===== config.mk =====
export PLATFORM = sky130hd
export DESIGN_NAME = clk_div_multi
export DESIGN_NICKNAME = d
export VERILOG_FILES = /design/src/rtl/clk_div_multi.sv
export SDC_FILE = /design/constraint.sdc
export NUM_CORES = 1
export LEC_CHECK = 0
export ABC_AREA = 1
export BUFFER_PORTS_ARGS = -buffer_cell sky130_fd_sc_hd__buf_2
export CORE_MARGIN = 4
export CORE_UTILIZATION = 62
export CTS_CLUSTER_SIZE = 12
export DETAILED_ROUTE_END_ITERATION = 8
export GPL_TIMING_DRIVEN = 0
export HOLD_SLACK_MARGIN = 0.12
export PLACE_DENSITY = 0.8
export SYNTH_ARGS = -nofsm -noshare
export SYNTH_HDL_FRONTEND = slang
export SYNTH_SLANG_ARGS = --single-unit

===== constraint.sdc =====
create_clock -name CLOCK -period 6.1 [get_ports CLOCK]
set_input_delay 0.61 -clock CLOCK [delete_from_list [all_inputs] [get_ports CLOCK]]
set_output_delay 0.61 -clock CLOCK [all_outputs]
set_load 0.02 [all_outputs]

===== src/rtl/clk_div_multi.sv =====
// Multi-channel programmable clock divider: NCH square waves plus wrap ticks, divisors
// loaded through a shadow register. Optional global phase-align port via CLKDIV_SYNC_EN.
module clk_div_multi #(
    parameter int NCH         = 4,
    parameter int WIDTH       = 12,
    parameter int DEFAULT_DIV = 2499,
    localparam int SELW       = (NCH > 1) ? $clog2(NCH) : 1
) (
    input  logic             CLOCK,
    input  logic             RESET,
    input  logic [NCH-1:0]   en,
    input  logic             wr,
    input  logic [SELW-1:0]  wr_sel,
    input  logic [WIDTH-1:0] wr_div,
`ifdef CLKDIV_SYNC_EN
    input  logic             sync,
`endif
    output logic [NCH-1:0]   clk_out,
    output logic [NCH-1:0]   tick,
    output logic [NCH-1:0]   pending
);

    logic [WIDTH-1:0] cnt_q [NCH];
    logic [WIDTH-1:0] cnt_d [NCH];
    logic [WIDTH-1:0] div_q [NCH];
    logic [WIDTH-1:0] div_d [NCH];
    logic [WIDTH-1:0] shd_q [NCH];
    logic [WIDTH-1:0] shd_d [NCH];
    logic [NCH-1:0]   pend_q, pend_d;
    logic [NCH-1:0]   clk_q, clk_d;
    logic [NCH-1:0]   tick_q, tick_d;
    logic             sync_w;

`ifdef CLKDIV_SYNC_EN
    assign sync_w = sync;
`else
    assign sync_w = 1'b0;
`endif

    always_comb begin
        for (int i = 0; i < NCH; i++) begin
            // NOTE: every next-state signal gets its hold value first so no path infers a latch.
            cnt_d[i]  = cnt_q[i];
            div_d[i]  = div_q[i];
            shd_d[i]  = shd_q[i];
            pend_d[i] = pend_q[i];
            clk_d[i]  = clk_q[i];
            tick_d[i] = 1'b0;

            if (sync_w) begin
                cnt_d[i] = '0;
                clk_d[i] = 1'b0;
                if (pend_q[i]) begin
                    div_d[i]  = shd_q[i];
                    pend_d[i] = 1'b0;
                end
            end else if (en[i]) begin
                if (cnt_q[i] == div_q[i]) begin
                    cnt_d[i]  = '0;
                    clk_d[i]  = ~clk_q[i];
                    tick_d[i] = 1'b1;
                    if (pend_q[i]) begin
                        div_d[i]  = shd_q[i];
                        pend_d[i] = 1'b0;
                    end
                end else begin
                    cnt_d[i] = cnt_q[i] + WIDTH'(1);
                end
            end else if (pend_q[i]) begin
                // A stopped channel has no wrap to wait for, so the shadow lands at once.
                div_d[i]  = shd_q[i];
                cnt_d[i]  = '0;
                pend_d[i] = 1'b0;
            end

            // A write after the apply decision keeps the new value pending for the next wrap.
            if (wr && (wr_sel == SELW'(i))) begin
                shd_d[i]  = wr_div;
                pend_d[i] = 1'b1;
            end
        end
    end

    always_ff @(posedge CLOCK or posedge RESET) begin
        if (RESET) begin
            for (int i = 0; i < NCH; i++) begin
                cnt_q[i] <= '0;
                div_q[i] <= WIDTH'(DEFAULT_DIV);
                shd_q[i] <= WIDTH'(DEFAULT_DIV);
            end
            pend_q <= '0;
            clk_q  <= '0;
            tick_q <= '0;
        end else begin
            // NOTE: state registers use non-blocking assignment so all channels update together.
            for (int i = 0; i < NCH; i++) begin
                cnt_q[i] <= cnt_d[i];
                div_q[i] <= div_d[i];
                shd_q[i] <= shd_d[i];
            end
            pend_q <= pend_d;
            clk_q  <= clk_d;
            tick_q <= tick_d;
        end
    end

    assign clk_out = clk_q;
    assign tick    = tick_q;
    assign pending = pend_q;

endmodule


==> results.sh <==
export IMPL_fin_nets=1026
export IMPL_crit_family="flip-flops"
export IMPL_hold_viol_final=0
export IMPL_numCtsBuffers=17
export IMPL_vias_per_cell=5.401
export IMPL_die_h_um=119.7
export IMPL_clkTransAtPathRegs_ps=60
export IMPL_p_leak_nw=4.293
export IMPL_wirelength_um=17050
export IMPL_io_buffers=28
export IMPL_cellPowerDensity_mw_per_mm2=390.0
export IMPL_async_reset_ff_share_pct=100.0
export IMPL_dr_pass1_iters=7
export IMPL_multi_input_area_mm2=0.003163
export IMPL_slowest_delay_ps=530
export IMPL_die_w_um=119.7
export IMPL_worstMarginPinSlew_ps=600.8
export IMPL_diodes=0
export IMPL_place_inst=1150
export IMPL_fin_util_pct=71.99
export IMPL_cts_sinks=156
export IMPL_setup_worst_path_end_class="output port"
export IMPL_cap_violations=0
export IMPL_synth_top_family_by_area="simple AND/OR/NAND/NOR gates"
export IMPL_layout_drive_gt1_share_pct=15.29
export IMPL_clock_latency_ps=430
export IMPL_seqCellArea_mm2=0.003964
export IMPL_clock_fmax_mhz=555.5
export IMPL_netlist_area_mm2=0.007731
export IMPL_hold_path_class="primary input to async pin"
export IMPL_area_growth_pct=12.79
export IMPL_outcome="complete, no violations"
export IMPL_seq_area_frac_synth_pct=51.27
export IMPL_routabilityCongestion=0.9032
export IMPL_critPathArrivalTime_ps=1190
export IMPL_synth_top_area_share_pct=34.96
export IMPL_yosysUniqueCellTypes=29
export IMPL_crit_buf_inv=1
export IMPL_rsz0062_at_grt="no"
export IMPL_crit_slowest_cell="dfrtp_1"
export IMPL_overflow=0
export IMPL_layout_worst_path_cycle_share_pct=29.51
export IMPL_synth_simple_gate_area_share_pct=29.44
export IMPL_wire_per_inst_um=14.42
export IMPL_required_ps=5490
export IMPL_critPathMaxFanout=7
export IMPL_grt_total_usage_pct=25.24
export IMPL_cts_buffer_depth=2
export IMPL_synth_most_common_cell="nand2_1"
export IMPL_n_fill_cell=953
export IMPL_postSynthAreaPerCell_um2=8.112
export IMPL_synth_xor_area_share_pct=4.855
export IMPL_cts_resized_gates=0
export IMPL_drt_iter0_markers=725
export IMPL_criticalPathCategory="register to output port"
export IMPL_vdd_drop_max_mv=0.2782
export IMPL_synth_common_cells="nand2_1 (361), dfrtp_1 (108), inv_1 (100)"
export IMPL_postCtsSetupBuffers=0
export IMPL_cts_tree="yes"
export IMPL_clockRootBuffer="clkbuf_16"
export IMPL_via_count=6384
export IMPL_grt_max_degree=94
export IMPL_ios=33
export IMPL_synth_edf_count=0
export IMPL_grt_pass1_vias=6102
export IMPL_final_min_clock_period_ps=1800
export IMPL_worstSetupStartpointType="register"
export IMPL_hpwl_um=11770
export IMPL_final_cells=1182
export IMPL_slew_headroom_pct=59.95
export IMPL_yosys_mux_area_fraction_pct=0
export IMPL_clock_skew_ps=6.851
export IMPL_netlist_instances=953
export IMPL_core_mm2=0.01211
export IMPL_die_area_mm2=0.01432
export IMPL_drc_errors=0
export IMPL_path_cells="buf_2"
export IMPL_setup_violations=0
export IMPL_slew_violations=0
export IMPL_grt_pass1_wl_um=29260
export IMPL_yosys_most_used_dff="dfrtp_1"
export IMPL_antenna_found_initial=0
export IMPL_num_rows=40
export IMPL_start_util_pct=63.83
export IMPL_synthesis_nets=978
export IMPL_ys_top_cells_by_area="dfrtp_1 (35%), nand2_1 (18%), dfstp_2 (16%), inv_1 (4.9%), nand3_1 (4.9%)"
export IMPL_ctsHoldBuffers=0
export IMPL_yosysWarnings=0
export IMPL_synth_compound_area_share_pct=5.972
export IMPL_ant_nets=0
export IMPL_synthAdderAreaFrac_pct=0.6474
export IMPL_setup_tns_ps=0
export IMPL_yosys_register_bits=156
export IMPL_yosys_area_top_type="dfrtp_1"
export IMPL_cts_htree_levels=4
==> kinds of logic after synthesis <==
logic type,count (synthesis)
fa+ha+maj,4
simple gates,528
buf+inv,137
compound gates,86
xor+xnor,42
flops,156
==> metal layers <==
| metal | routed length, µm | share of wire, % | GRT usage (%) | vias to the layer above |
|---|---|---|---|---|
| met5 | 0 | 0 | 0 | - |
| met1 | 7804 | 46 | 35.52 | 3045 |
| met3 | 760 | 4.5 | 4.336 | 33 |
| met4 | 322 | 1.9 | 9.019 | 0 |
| met2 | 8159 | 48 | 39.80 | 175 |
| li1 | - | - | - | 3131 |
==> power by group <==
| group | switching, mW | total, mW | internal, mW |
|---|---|---|---|
| logic | 0.487 | 0.797 | 0.309 |
| clock network | 0.419 | 1.08 | 0.664 |
| registers | 0.201 | 1.52 | 1.32 |
==> area by class of cell <==
type | instances | share of cell area (%)
multi-input cells | 660 | 36.27
inverters | 106 | 4.620
repair buffers | 29 | 1.923
flip-flops and latches | 156 | 45.46
well taps | 168 | 2.411
plain buffers | 31 | 2.368
clock inverters | 11 | 1.665
clock buffers | 21 | 5.281
==> flip-flops by register name (all words and copies together) (netlist names) <==
name     cells
tick         4
cnt_q       48
clk_out      4
pending      4
div_q       48
shd_q       48
==> cells in the final DEF (no fill, tap or decap), types with 2 or more instances in the layout <==
cell and instances:
buf_2 34, buf_4 4, buf_6 9, bufinv_16 3
clkbuf_1 14, clkbuf_16 17, clkbuf_8 2, clkinv_2 3
clkinv_4 2, clkinvlp_4 3, dfrtp_1 108, dfstp_2 48
ha_1 4, inv_1 99, inv_2 6, nand2_1 361
nand2_2 4, nand2_4 2, nand3_1 75, nand3_4 3
nand4_1 28, nor2_1 24, nor2_2 7, nor3_1 19
o21ai_0 62, o22ai_1 22, or2_2 2, xnor2_1 19
xor2_1 22
==> final timing paths <==
path,cells past startpoint,slack [ps],end,start
setup / recovery,1,4300,pending[0],pending[0]
hold / removal,2,270,div_q[45],RESET
setup reg to reg,11,4310,div_q[26],cnt_q[26]
hold reg to reg,2,470,div_q[30],div_q[30]
max in group asynchronous,3,4970,shd_q[11],RESET
min in group CLOCK,2,470,div_q[30],div_q[30]
==> through the flow <==
step	setup slack [ps]	cell area, µm²	hold slack, ps	power, mW
floorplan	1363	7731	448.8	2.111
CTS	4297	8720	286.5	3.413
global placement	-339.7	8082	459.9	2.280
finish	4300	8720	270.9	3.400
global route	4194	8720	327.6	3.600
detailed placement	4214	8114	463.2	2.322
==> worst reg2reg max path: stages (launching register included) <==
cell and delay, ps:
dfrtp_1 450, inv_1 150, nand2_1 90, nand2_1 100, nand2_2 70, nor2_4 120, nand3_4 150, nand2_2 120
buf_6 150, buf_6 150, nand3_1 90, nand2_1 90
Power figures use the tool's default switching activity.
